--- src/rtl/fir_feed_pkg.sv ---
// Shared types and defaults for the FIR sample feeder: state encoding,
// default widths and the {last, data} FIFO entry width.
package fir_feed_pkg;

  localparam int DW_DEF      = 16;
  localparam int TAPS_DEF    = 5;
  localparam int ENTRY_W_DEF = DW_DEF + 1;

  typedef enum logic [1:0] {
    IDLE   = 2'd0,
    STREAM = 2'd1,
    FLUSH  = 2'd2
  } feed_state_t;

  function automatic int entry_w(input int dw);
    return dw + 1;
  endfunction

endpackage

--- src/rtl/fir_feed_fifo.sv ---
// Synchronous FIFO with head/tail pointers and occupancy count; the head
// entry is visible combinationally on rd_data.
module fir_feed_fifo
  import fir_feed_pkg::*;
#(
  parameter int W     = ENTRY_W_DEF,
  parameter int DEPTH = 8
) (
  input  logic                       clk,
  input  logic                       rst,
  input  logic                       push,
  input  logic                       pop,
  input  logic [W-1:0]               wr_data,
  output logic [W-1:0]               rd_data,
  output logic                       full,
  output logic                       empty,
  output logic [$clog2(DEPTH):0]     cnt
);

  localparam int AW = $clog2(DEPTH);
  localparam logic [AW:0]   CNT_ONE = (AW+1)'(1);
  localparam logic [AW:0]   CNT_MAX = (AW+1)'(DEPTH);
  localparam logic [AW-1:0] PTR_ONE = AW'(1);

  logic [W-1:0]  mem [DEPTH];
  logic [AW-1:0] head;
  logic [AW-1:0] tail;
  logic          do_push;
  logic          do_pop;

  assign full    = (cnt == CNT_MAX);
  assign empty   = (cnt == '0);
  assign do_push = push && !full;
  assign do_pop  = pop && !empty;
  assign rd_data = mem[head];

  always_ff @(posedge clk) begin
    if (do_push) mem[tail] <= wr_data;
  end

  // DEPTH is a power of two, so the pointers wrap by plain overflow.
  always_ff @(posedge clk or negedge rst) begin
    if (!rst) begin
      head <= '0;
      tail <= '0;
      cnt  <= '0;
    end else begin
      if (do_push) tail <= tail + PTR_ONE;
      if (do_pop)  head <= head + PTR_ONE;
      case ({do_push, do_pop})
        2'b10:   cnt <= cnt + CNT_ONE;
        2'b01:   cnt <= cnt - CNT_ONE;
        default: cnt <= cnt;
      endcase
    end
  end

endmodule

--- src/rtl/fir_sample_feeder.sv ---
// Feeds buffered upstream samples to the filter x input one per clock and
// optionally drains the delay line with TAPS-1 zeros after each frame.
module fir_sample_feeder
  import fir_feed_pkg::*;
#(
  parameter int DW          = DW_DEF,
  parameter int DEPTH       = 8,
  parameter int TAPS        = TAPS_DEF,
  parameter int START_LEVEL = 4
) (
  input  logic                   clk,
  input  logic                   rst,
  input  logic [DW-1:0]          s_data,
  input  logic                   s_valid,
  input  logic                   s_last,
  output logic                   s_ready,
  input  logic                   flush_en,
  output logic [DW-1:0]          x,
  output logic                   x_valid,
  output logic                   x_last,
  output logic                   busy,
  output logic                   underrun,
  output logic [15:0]            sample_cnt,
  output logic [$clog2(DEPTH):0] fifo_cnt,
  output logic [1:0]             state_dbg
);

  localparam int AW  = $clog2(DEPTH);
  localparam int EW  = entry_w(DW);
  localparam int FCW = $clog2(TAPS);
  localparam logic [AW:0]    START_CNT = (AW+1)'(START_LEVEL);
  localparam logic [AW:0]    CNT_ONE   = (AW+1)'(1);
  localparam logic [FCW-1:0] FLUSH_LEN = FCW'(TAPS - 1);
  localparam logic [FCW-1:0] FCNT_ONE  = FCW'(1);

  // Handshake: a sample transfers on a rising edge where s_valid && s_ready;
  // s_ready depends only on occupancy, so a full FIFO never passes through.
  feed_state_t    state, state_nxt;
  logic [FCW-1:0] fcnt, fcnt_nxt;
  logic [EW-1:0]  head;
  logic           push, pop, full, empty;
  logic [AW:0]    last_cnt;
  logic [DW-1:0]  x_nxt;
  logic           x_valid_nxt, x_last_nxt, underrun_set, cnt_inc;

  assign s_ready   = !full;
  assign push      = s_valid && s_ready;
  assign busy      = (state != IDLE);
  assign state_dbg = state;

  fir_feed_fifo #(.W(EW), .DEPTH(DEPTH)) u_fifo (
    .clk     (clk),
    .rst     (rst),
    .push    (push),
    .pop     (pop),
    .wr_data ({s_last, s_data}),
    .rd_data (head),
    .full    (full),
    .empty   (empty),
    .cnt     (fifo_cnt)
  );

  // Number of stored last-tagged entries, so a short frame can start early.
  always_ff @(posedge clk or negedge rst) begin
    if (!rst) begin
      last_cnt <= '0;
    end else begin
      case ({push && s_last, pop && head[EW-1]})
        2'b10:   last_cnt <= last_cnt + CNT_ONE;
        2'b01:   last_cnt <= last_cnt - CNT_ONE;
        default: last_cnt <= last_cnt;
      endcase
    end
  end

  always_comb begin
    state_nxt    = state;
    fcnt_nxt     = fcnt;
    x_nxt        = '0;
    x_valid_nxt  = 1'b0;
    x_last_nxt   = 1'b0;
    pop          = 1'b0;
    underrun_set = 1'b0;
    cnt_inc      = 1'b0;
    case (state)
      IDLE: begin
        if (fifo_cnt >= START_CNT || last_cnt != '0) state_nxt = STREAM;
      end
      STREAM: begin
        if (!empty) begin
          pop         = 1'b1;
          x_nxt       = head[DW-1:0];
          x_valid_nxt = 1'b1;
          cnt_inc     = 1'b1;
          if (head[EW-1]) begin
            if (flush_en) begin
              state_nxt = FLUSH;
              fcnt_nxt  = FLUSH_LEN;
            end else begin
              x_last_nxt = 1'b1;
              state_nxt  = IDLE;
            end
          end
        end else begin
          // The filter still shifts a zero here, so flag the hole.
          underrun_set = 1'b1;
        end
      end
      FLUSH: begin
        x_valid_nxt = 1'b1;
        fcnt_nxt    = fcnt - FCNT_ONE;
        if (fcnt == FCNT_ONE) begin
          x_last_nxt = 1'b1;
          state_nxt  = IDLE;
        end
      end
      default: state_nxt = IDLE;
    endcase
  end

  always_ff @(posedge clk or negedge rst) begin
    if (!rst) begin
      state      <= IDLE;
      fcnt       <= '0;
      x          <= '0;
      x_valid    <= 1'b0;
      x_last     <= 1'b0;
      underrun   <= 1'b0;
      sample_cnt <= '0;
    end else begin
      state    <= state_nxt;
      fcnt     <= fcnt_nxt;
      x        <= x_nxt;
      x_valid  <= x_valid_nxt;
      x_last   <= x_last_nxt;
      underrun <= underrun | underrun_set;
      if (cnt_inc) sample_cnt <= sample_cnt + 16'd1;
    end
  end

endmodule
--- config.mk ---
export PLATFORM = sky130hd
export DESIGN_NAME = fir_sample_feeder
export DESIGN_NICKNAME = d
export VERILOG_FILES = /design/src/rtl/fir_feed_pkg.sv /design/src/rtl/fir_feed_fifo.sv /design/src/rtl/fir_sample_feeder.sv
export SDC_FILE = /design/constraint.sdc
export NUM_CORES = 1
export LEC_CHECK = 0
export CAP_MARGIN = 40
export CORE_ASPECT_RATIO = 0.6
export CORE_MARGIN = 1
export CORE_UTILIZATION = 62
export DETAILED_ROUTE_END_ITERATION = 6
export GPL_TIMING_DRIVEN = 0
export PLACE_DENSITY_LB_ADDON = 0.05
export SLEW_MARGIN = 10
export SYNTH_ARGS = -nofsm -noshare
export SYNTH_HDL_FRONTEND = slang
export SYNTH_SLANG_ARGS = --single-unit
--- constraint.sdc ---
create_clock -name clk -period 9.2 [get_ports clk]
set_input_delay 1.38 -clock clk [delete_from_list [all_inputs] [get_ports clk]]
set_output_delay 1.38 -clock clk [all_outputs]
set_load 0.02 [all_outputs]
==> flow_summary.toml, run 1 <==
[finish]
fin_area_sq_um = 9300
finalNetCount = 573
drive_above_1_share_pct = 19.6
nFillCells = 700
syn2layout_area_growth_pct = 21.2
antenna_cells = 0

[worst_hold_path]
worst_hold_path.num_cells = 1
min_to = "underrun$_DFF_PN0_"
worstHoldStart = "underrun$_DFF_PN0_"
hp-class = "reg2reg"

[flow_run]
cap_viol_max_count = 0

[route]
drc_errors = 0
drt_iter0_drc = 299
postRouteAntennaNets = 0
wire_per_inst_um = 21.7
dr.pass1.iters = 5
wirelength_um = 15500
via_per_inst = 5.88
vias = 4211

[clock_tree]
cts_tree = "yes"
clkTransAtPathRegs_ns = 0.07
cts_buffers = 17
hold_buffers = 0
root_buffer = "clkbuf_16"
clock_latency_ns = 0.42
htreeDepth = 4
cts.sinks = 190
cts_max_path_buffers = 2
post_cts_buffers = 0
cts_resized = 0

[logic_synthesis]
avgSynthCellArea_sq_um = 17.4
syn_inst = 442
synth_top_cell_by_area = "edfxtp_1"
yosysWarnings = 0
synthTopCellsByArea = "edfxtp_1, dfrtp_1, mux4_2"
synth_ff_type = "edfxtp_1"
synth_cell_types = 49
ys_ff_latch = 190
synth_nets = 477
synth_area_sq_um = 7670
yosysSeqAreaShare_pct = 70.8
synth_enable_flop_cells = 136
synth.top_cell.area_share_pct = 53.2
synth_async_sr_flop_share_pct = 28.4

[setup_path]
worstPathArrival_ns = 3.67
crit_path_max_fanout = 8
rr_startpoint = "u_fifo.head[0]$_DFFE_PN0P_"
end_kind = "flip-flop"
critPathLaunchType = "input port"
r2r_slack_ns = 6.19
reg2reg_to = "last_cnt[2]$_DFFE_PN0P_"
path_class = "in2reg"
required_ns = 9.32
r2r_cells = 12

[floorplanning]
core-area_sq_um = 12100
die_x_um = 146
boundaryPins = 64
fp.dieH_um = 88.2
start_util_pct = 63.6
rows = 31
die_area_sq_um = 12800

[placement]
place_congestion = 0.809
place_area_sq_um = 8670
dp.final_hpwl_um = 10300
port_buffers = 63

[power_and_ir_drop]
p_per_area_nw_per_um2 = 331
vdd_drop_max_mv = 0.217
leakage_uw = 0.00342

[sta]
slew_viol_final = 0
tightest_slew_ns = 0.857
max_freq_mhz = 282
finalSetupViolCount = 0
slew_headroom_pct = 42.4
whs_ns = 0.460
setup_tns_ns = 0
hold_violations = 0
fin_crit_ns = 3.55
rsz0062_at_grt = "false"
fin_crit_sh_pct = 38.6
finClkSkew_ns = 0.0126

[global_routing]
grt_max_degree = 55
grt_use_total_pct = 26.3
grt_pass1_vias = 4274
grt-ovfl-total = 0
grt_pass1_wl_um = 24200
grt_antenna_before_repair = 0

[outcome]
outcome = "complete, no violations"
## flip-flops by register name, summed over array words and instances (netlist names)
name	count
u_fifo.mem	136
state_dbg	2
x_valid	1
u_fifo.tail	3
last_cnt	4
fcnt	3
underrun	1
u_fifo.cnt	4
x	16
sample_cnt	16
u_fifo.head	3
x_last	1
## metal layers
| layer | track usage [%] | up-vias | part of all wire, % |
|---|---|---|---|
| met5 | 0 | - | 0 |
| met4 | 6.41 | 0 | 0.70 |
| met3 | 6.25 | 10 | 5.3 |
| met2 | 41.4 | 132 | 49 |
| met1 | 37.9 | 2184 | 45 |
| li1 | - | 1885 | - |
## worst max-delay path, cell delays in order
cell and delay, ns:
clkdlybuf4s50_1 0.45, and2_1 0.24, clkinv_1 0.32, nor4_2 0.73, buf_4 0.31, buf_2 0.23
## through the flow
stage	setup slack (ns)	power [uW]	util, %	cells
5_1_grt	5.50	3230	77.1	716
3_5_place_dp	5.13	2330	71.8	682
3_3_place_gp	3.25	2250	70.6	670
6_report	5.65	3080	77.1	716
2_1_floorplan	5.31	1940	-	442
4_1_cts	5.61	3090	76.9	714
## synthesized netlist by cell type, drive strengths merged, types with 3 or more instances
| library cell | instances |
|---|---|
| xnor2 | 16 |
| nor4 | 5 |
| clkbuf | 6 |
| nor3 | 7 |
| mux2i | 19 |
| nand3 | 11 |
| a21oi | 4 |
| o21ai | 3 |
| mux4 | 34 |
| inv | 8 |
| o211ai | 3 |
| xor2 | 12 |
| edfxtp | 136 |
| nor2 | 30 |
| nand2b | 7 |
| buf | 12 |
| ha | 14 |
| nand4 | 3 |
| nand3b | 3 |
| dfrtp | 54 |
| nand2 | 25 |
## how the worst max path moves through the flow
| stage | from | endpoint | slack, ns | depth (start not counted) |
|---|---|---|---|---|
| 6_report | s_valid | u_fifo.mem[0][12]$_DFFE_PP_ | 5.65 | 6 |
| 5_1_grt | s_valid | u_fifo.mem[0][6]$_DFFE_PP_ | 5.50 | 6 |
| 2_1_floorplan | s_valid | u_fifo.mem[0][0]$_DFFE_PP_ | 5.31 | 3 |
| 3_5_place_dp | s_valid | u_fifo.mem[0][11]$_DFFE_PP_ | 5.13 | 6 |
| 4_1_cts | s_valid | u_fifo.mem[0][6]$_DFFE_PP_ | 5.61 | 6 |
| 3_3_place_gp | s_valid | u_fifo.mem[0][12]$_DFFE_PP_ | 3.25 | 4 |
## power by group
group / total [uW] / internal (uW) / switching (uW) / leakage, uW
combinational: 1130 / 516 / 614 / 0.00121
clock: 749 / 419 / 330 / 0.000295
sequential: 1200 / 1100 / 96.1 / 0.00192
## logic make-up after synthesis
family	after synthesis	synth area share, %
adder cells (fa/ha/maj)	14	2.28
AO/OA/AOI/OAI	23	2.41
buffers and inverters	27	1.71
flip-flops	190	70.8
multiplexers	55	12.8
XOR/XNOR	28	3.20
AND/OR/NAND/NOR	105	6.82
## cell usage in the layout (no fill, tap or decap), types with 5 or more instances in the layout
cell type and n:
buf_2 10, buf_4 8, buf_6 5, clkbuf_1 6, clkbuf_16 17, clkdlybuf4s50_1 62, dfrtp_1 54, edfxtp_1 136
ha_1 14, inv_1 7, mux2i_1 19, mux4_2 34, nand2_1 25, nand2b_1 7, nand3_1 11, nor2_1 27
xnor2_1 16, xor2_1 12
## final cells by class
type,instances,area (sq um),area share (%)
Clock inverter,14,173,1.86
Multi-Input combinational cell,225,2140,23.0
Inverter,9,33.8,0.363
Clock buffer,18,439,4.72
Timing Repair Buffer,77,772,8.30
Sequential cell,190,5440,58.5
Buffer,18,97.6,1.05
Tap cell,165,206,2.22
No activity file was read; power rests on OpenSTA's default activity.
==> run 2: changes to the inputs <==
--- a/config.mk
+++ b/config.mk
@@ -8,7 +8,7 @@
 export CAP_MARGIN = 40
 export CORE_ASPECT_RATIO = 0.6
 export CORE_MARGIN = 1
-export CORE_UTILIZATION = 62
+export CORE_UTILIZATION = 52
 export DETAILED_ROUTE_END_ITERATION = 6
 export GPL_TIMING_DRIVEN = 0
 export PLACE_DENSITY_LB_ADDON = 0.05
==> constraint.sdc (replaced) <==
create_clock -name clk -period 3.21 [get_ports clk]
set_input_delay 0.4815 -clock clk [delete_from_list [all_inputs] [get_ports clk]]
set_output_delay 0.4815 -clock clk [all_outputs]
set_load 0.02 [all_outputs]
==> run 2 against run 1 <==
Effect of this change:
- global-route usage down 5.0 points
- sequential share of layout area down 0.094 points
- power rose to 2.8 times the previous value
- critical path depth up 6
- clock power rose to 2.8 times the previous value
- worst setup slack worse by 5.3 ns
- routed wire length down 5.4%
- largest power group unchanged
- sequential cell count unchanged
- clock skew up 0.0028 ns
- count of clock-buffer cells in the layout unchanged
- final area up 0.16%
- non-clock buffer count down 1
==> flow_summary.toml, run 2 (same netlist as run 1, synthesis figures left out) <==
[power_and_ir_drop]
p_int_uw = 5740
leakage_uw = 0.00341
switchingPower_uw = 2950
clock_power_share_pct = 23.7
p_per_area_nw_per_um2 = 933
pwr-share-seq_pct = 39.5
vdd_drop_max_mv = 0.551
p_comb_share_pct = 36.9
swShare_pct = 33.9

[placement]
port_buffers = 63
place_area_sq_um = 8740
dp.final_hpwl_um = 9990
place_congestion = 0.746
dp_slack_ns = 0.303

[setup_path]
worstPathArrival_ns = 3.17
timing.critical_path.mode_cell = "xor2_1"
end_kind = "flip-flop"
required_ns = 3.52
cp_slowest_stage_delay_ns = 0.50
path_class = "reg2reg"
cp_top_family = "multiplexers"
crit_path_max_fanout = 10
worst_path_max_delay_cell = "mux4_2"
cp_cell_sequence = "buf_6 > mux4_2 > mux2i_1 > buf_6 > nor2_1 > ha_1 > xor2_1 > ha_1 > a21oi_1 > xor2_1 > nor2_1 > xor2_1"
critPathLaunchType = "flip-flop"
cp.buffers_inverters = 2

[outcome]
outcome = "complete, no violations"

[clock_tree]
cts_tree = "yes"
cts_buffers = 17
cts_max_path_buffers = 2
post_cts_buffers = 0
htreeDepth = 4
cts.sinks = 190
clkTransAtPathRegs_ns = 0.07
root_buffer = "clkbuf_16"
clock_latency_ns = 0.43
hold_buffers = 0
cts_resized = 0

[flow_run]
cap_viol_max_count = 0

[floorplanning]
rows = 33
core-area_sq_um = 14000
fp.dieH_um = 96.1
die_area_sq_um = 15300
die_x_um = 159
start_util_pct = 54.7
boundaryPins = 64

[finish]
finalNetCount = 572
nFillCells = 936
drive_above_1_share_pct = 19.3
layout_common_cells = "edfxtp_1, clkdlybuf4s50_1, dfrtp_1"
layout_commonest_cell = "edfxtp_1"
syn2layout_area_growth_pct = 21.4
fin_area_sq_um = 9310
top_register = "u_fifo.mem"
largest_reg_flops = 136
antenna_cells = 0
top_regs = "u_fifo.mem: 136 flops, sample_cnt: 16 flops, x: 16 flops"

[route]
met2_length_um = 6520
wire_per_inst_um = 19.8
wl_met3_um = 774
drt_iter0_drc = 315
postRouteAntennaNets = 0
drc_errors = 0
wirelength_um = 14700
via_per_inst = 5.53
vias = 4101
dr.pass1.iters = 5
highest_layer = "met4"
met1Wirelength_um = 7220

[global_routing]
grt-ovfl-total = 0
grt_antenna_before_repair = 0
grt_pass1_vias = 3991
grt_use_total_pct = 21.3
grt_max_degree = 55
grt_pass1_wl_um = 23100

[sta]
tightest_slew_ns = 0.768
max_freq_mhz = 349
finClkSkew_ns = 0.0154
hold_violations = 0
slew_headroom_pct = 48.3
finalSetupViolCount = 0
rsz0062_at_grt = "false"
setup_tns_ns = 0
fin_crit_ns = 2.86
whs_ns = 0.106
fin_crit_sh_pct = 89.2
fin_ws_ns = 0.348
slew_viol_final = 0

[worst_hold_path]
hp-class = "in2async"
[run 2: cell count changes in the layout (fill, tap and decap cells not counted), sizes merged]
cell	delta
bufinv	-1
inv	+1
buf	-1
[run 2: metal layers]
metal,vias to the layer above,GRT usage [%]
met4,0,7.28
met2,109,32.0
met3,14,4.27
met5,-,0
met1,2087,31.5
li1,1891,-
[run 2: path summary, 6_finish.rpt]
check                                           startpoint                          to  slack (ns)  depth (start not counted)
worst max-delay path            u_fifo.head[0]$_DFFE_PN0P_     last_cnt[2]$_DFFE_PN0P_        0.35                         12
worst min-delay path                                   rst  sample_cnt[10]$_DFFE_PN0P_        0.11                          1
worst max register to register  u_fifo.head[0]$_DFFE_PN0P_     last_cnt[2]$_DFFE_PN0P_        0.35                         12
worst min register to register          underrun$_DFF_PN0_          underrun$_DFF_PN0_        0.45                          1
max in group asynchronous                              rst  u_fifo.head[0]$_DFFE_PN0P_        2.60                          1
min in group clk                        underrun$_DFF_PN0_          underrun$_DFF_PN0_        0.45                          1
[run 2: stage by stage]
step / instances / utilization, % / total power, uW
floorplan: 442 / - / 5570
global placement: 697 / 60.9 / 6500
finish: 742 / 66.3 / 8690
CTS: 742 / 66.3 / 8790
detailed placement: 710 / 62.2 / 6700
global route: 742 / 66.3 / 9190
[run 2: power by group through the flow]
stage | clock, uW | sequential, uW | combinational, uW
after global routing | 2200 | 3480 | 3510
after detailed placement | 0 | 3480 | 3220
after CTS | 2100 | 3430 | 3250
final | 2060 | 3430 | 3200
after floorplan | 0 | 3610 | 1960
after global placement | 0 | 3460 | 3050
[run 2: final cells by class]
| type | count | area [sq um] | share of cell area [%] |
|---|---|---|---|
| multi-input cells | 225 | 2150 | 23.1 |
| well taps | 192 | 240 | 2.58 |
| clock inverters | 14 | 148 | 1.59 |
| repair buffers | 76 | 779 | 8.37 |
| inverters | 9 | 33.8 | 0.363 |
| clock buffers | 18 | 429 | 4.61 |
| flip-flops and latches | 190 | 5440 | 58.4 |
| plain buffers | 18 | 97.6 | 1.05 |
==> run 3: changes to the inputs <==
--- a/config.mk
+++ b/config.mk
@@ -11,7 +11,7 @@
 export CORE_UTILIZATION = 52
 export DETAILED_ROUTE_END_ITERATION = 6
 export GPL_TIMING_DRIVEN = 0
-export PLACE_DENSITY_LB_ADDON = 0.05
+export PLACE_DENSITY = 0.76
 export SLEW_MARGIN = 10
 export SYNTH_ARGS = -nofsm -noshare
 export SYNTH_HDL_FRONTEND = slang
==> constraint.sdc (replaced) <==
create_clock -name clk -period 3.21 [get_ports clk]
set_input_delay 0.4815 -clock clk [delete_from_list [all_inputs] [get_ports clk]]
set_output_delay 0.4815 -clock clk [all_outputs]
set_load 0.01 [all_outputs]
==> run 3 against run 2 <==
Effect of this change:
- critical path depth stayed put
- via count up 2.2%
- cell count is 0.13% higher
- register-to-register slack lost 0.09 ns
- clock power barely moved
- global-route usage increased by 0.22 points
- largest cell class unchanged
==> flow_summary.toml, run 3 (same netlist as run 1, synthesis figures left out) <==
[floorplanning]
boundaryPins = 64
rows = 33
fp.dieH_um = 96.1
core-area_sq_um = 14000
die_area_sq_um = 15300
die_x_um = 159
start_util_pct = 54.7

[setup_path]
path_class = "reg2reg"
worstPathArrival_ns = 3.26
reg2reg_to = "last_cnt[2]$_DFFE_PN0P_"
crit_path_max_fanout = 10
timing.critical_path.mode_cell = "xor2_1"
r2r_slack_ns = 0.26
rr_startpoint = "u_fifo.head[0]$_DFFE_PN0P_"
end_kind = "flip-flop"
cp.buffers_inverters = 2
required_ns = 3.52
worst_path_max_delay_cell = "mux4_2"
cp_top_family = "multiplexers"
cp_slowest_stage_delay_ns = 0.50
cp_cell_sequence = "buf_6 > mux4_2 > mux2i_1 > buf_6 > nor2_1 > ha_1 > xor2_1 > ha_1 > a21oi_1 > xor2_1 > nor2_1 > xor2_1"
crit_start = "u_fifo.head[0]$_DFFE_PN0P_"
r2r_cells = 12
critPathLaunchType = "flip-flop"

[placement]
place_area_sq_um = 8750
place_congestion = 0.748
port_buffers = 63
dp.final_hpwl_um = 9940

[clock_tree]
root_buffer = "clkbuf_16"
cts.sinks = 190
post_cts_buffers = 0
hold_buffers = 0
cts_resized = 0
clkTransAtPathRegs_ns = 0.08
htreeDepth = 4
cts_buffers = 17
cts_tree = "yes"
cts_max_path_buffers = 2
clock_latency_ns = 0.43

[route]
vias = 4193
drc_errors = 0
wl_met3_um = 592
postRouteAntennaNets = 0
met2_length_um = 7220
dr.pass1.iters = 6
wirelength_um = 14800
drt_iter0_drc = 217
highest_layer = "met4"
via_per_inst = 5.64
met1Wirelength_um = 6920
wire_per_inst_um = 20.0

[global_routing]
grt_use_total_pct = 21.5
grt_pass1_wl_um = 23700
grt_antenna_before_repair = 0
grt_max_degree = 55
grt-ovfl-total = 0
grt_pass1_vias = 4191

[power_and_ir_drop]
vdd_drop_max_mv = 0.498
p_comb_share_pct = 36.1
clock_power_share_pct = 24.1
pwr-share-seq_pct = 39.8
p_int_uw = 5690
p_per_area_nw_per_um2 = 921
leakage_uw = 0.00342
switchingPower_uw = 2910
p_total_uw = 8600
swShare_pct = 33.9

[finish]
top_regs = "u_fifo.mem: 136 flops, sample_cnt: 16 flops, x: 16 flops"
layout_commonest_cell = "edfxtp_1"
drive_above_1_share_pct = 19.6
largest_reg_flops = 136
syn2layout_area_growth_pct = 21.7
layout_common_cells = "edfxtp_1, clkdlybuf4s50_1, dfrtp_1"
antenna_cells = 0
utilization_pct = 66.5
finalNetCount = 573
top_register = "u_fifo.mem"
fin_area_sq_um = 9340

[sta]
tightest_slew_ns = 0.867
hold_violations = 0
finClkSkew_ns = 0.0132
max_freq_mhz = 339
fin_crit_ns = 2.95
slew_headroom_pct = 41.7
fin_crit_sh_pct = 91.9
finalSetupViolCount = 0
rsz0062_at_grt = "false"
slew_viol_final = 0

[outcome]
outcome = "complete, no violations"

[flow_run]
cap_viol_max_count = 0

[worst_hold_path]
hp-class = "in2async"
[run 3: cell count changes in the layout (fill, tap and decap cells not counted), sizes merged]
cell	change
clkinv	+3
buf	+1
bufinv	-1
clkbuf	-1
clkinvlp	-1
[run 3: worst register-to-register path, cell delays in order (launching register included)]
cell and delay [ns]:
dfrtp_1 0.38, buf_6 0.17, mux4_2 0.50, mux2i_1 0.27, buf_6 0.19, nor2_1 0.09
ha_1 0.32, xor2_1 0.18, ha_1 0.18, a21oi_1 0.14, xor2_1 0.20, nor2_1 0.08
xor2_1 0.15
[run 3: worst max path at each step]
stage / end / cells past startpoint
after global routing: last_cnt[2]$_DFFE_PN0P_ / 12
final: last_cnt[2]$_DFFE_PN0P_ / 12
after global placement: u_fifo.mem[6][9]$_DFFE_PP_ / 4
after CTS: last_cnt[2]$_DFFE_PN0P_ / 12
after floorplan: u_fifo.mem[2][0]$_DFFE_PP_ / 5
after detailed placement: last_cnt[2]$_DFFE_PN0P_ / 12
[run 3: through the flow]
stage                     hold WS [ns]  instances  worst slack (ns)  setup TNS (ns)
after floorplan                  0.186        442             0.322               0
after global placement           0.440        697             -1.04          -81.40
after detailed placement         0.452        711             0.302               0
after CTS                        0.138        743             0.248               0
after global routing             0.145        743             0.101               0
final                            0.111        743             0.261               0
[run 3: cell type report]
class                   instances  area, sq um
plain buffers                  18         97.6
clock buffers                  17          425
clock inverters                15          170
fillers                       933         4700
inverters                       9         33.8
multi-input cells             225         2150
flip-flops and latches        190         5440
well taps                     192          240
repair buffers                 77          790
[run 3: layer usage]
metal,GRT usage (%),vias to the layer above
met2,34.4,106
li1,-,1894
met5,0,-
met4,5.50,0
met1,30.3,2186
met3,5.04,7
[run 3: power groups by stage]
stage / Combinational, uW / Sequential (uW) / Clock, uW
after floorplan: 1950 / 3490 / 0
after global placement: 2890 / 3450 / 0
after detailed placement: 3110 / 3480 / 0
after CTS: 3130 / 3430 / 2100
after global routing: 3380 / 3480 / 2210
final: 3100 / 3430 / 2070
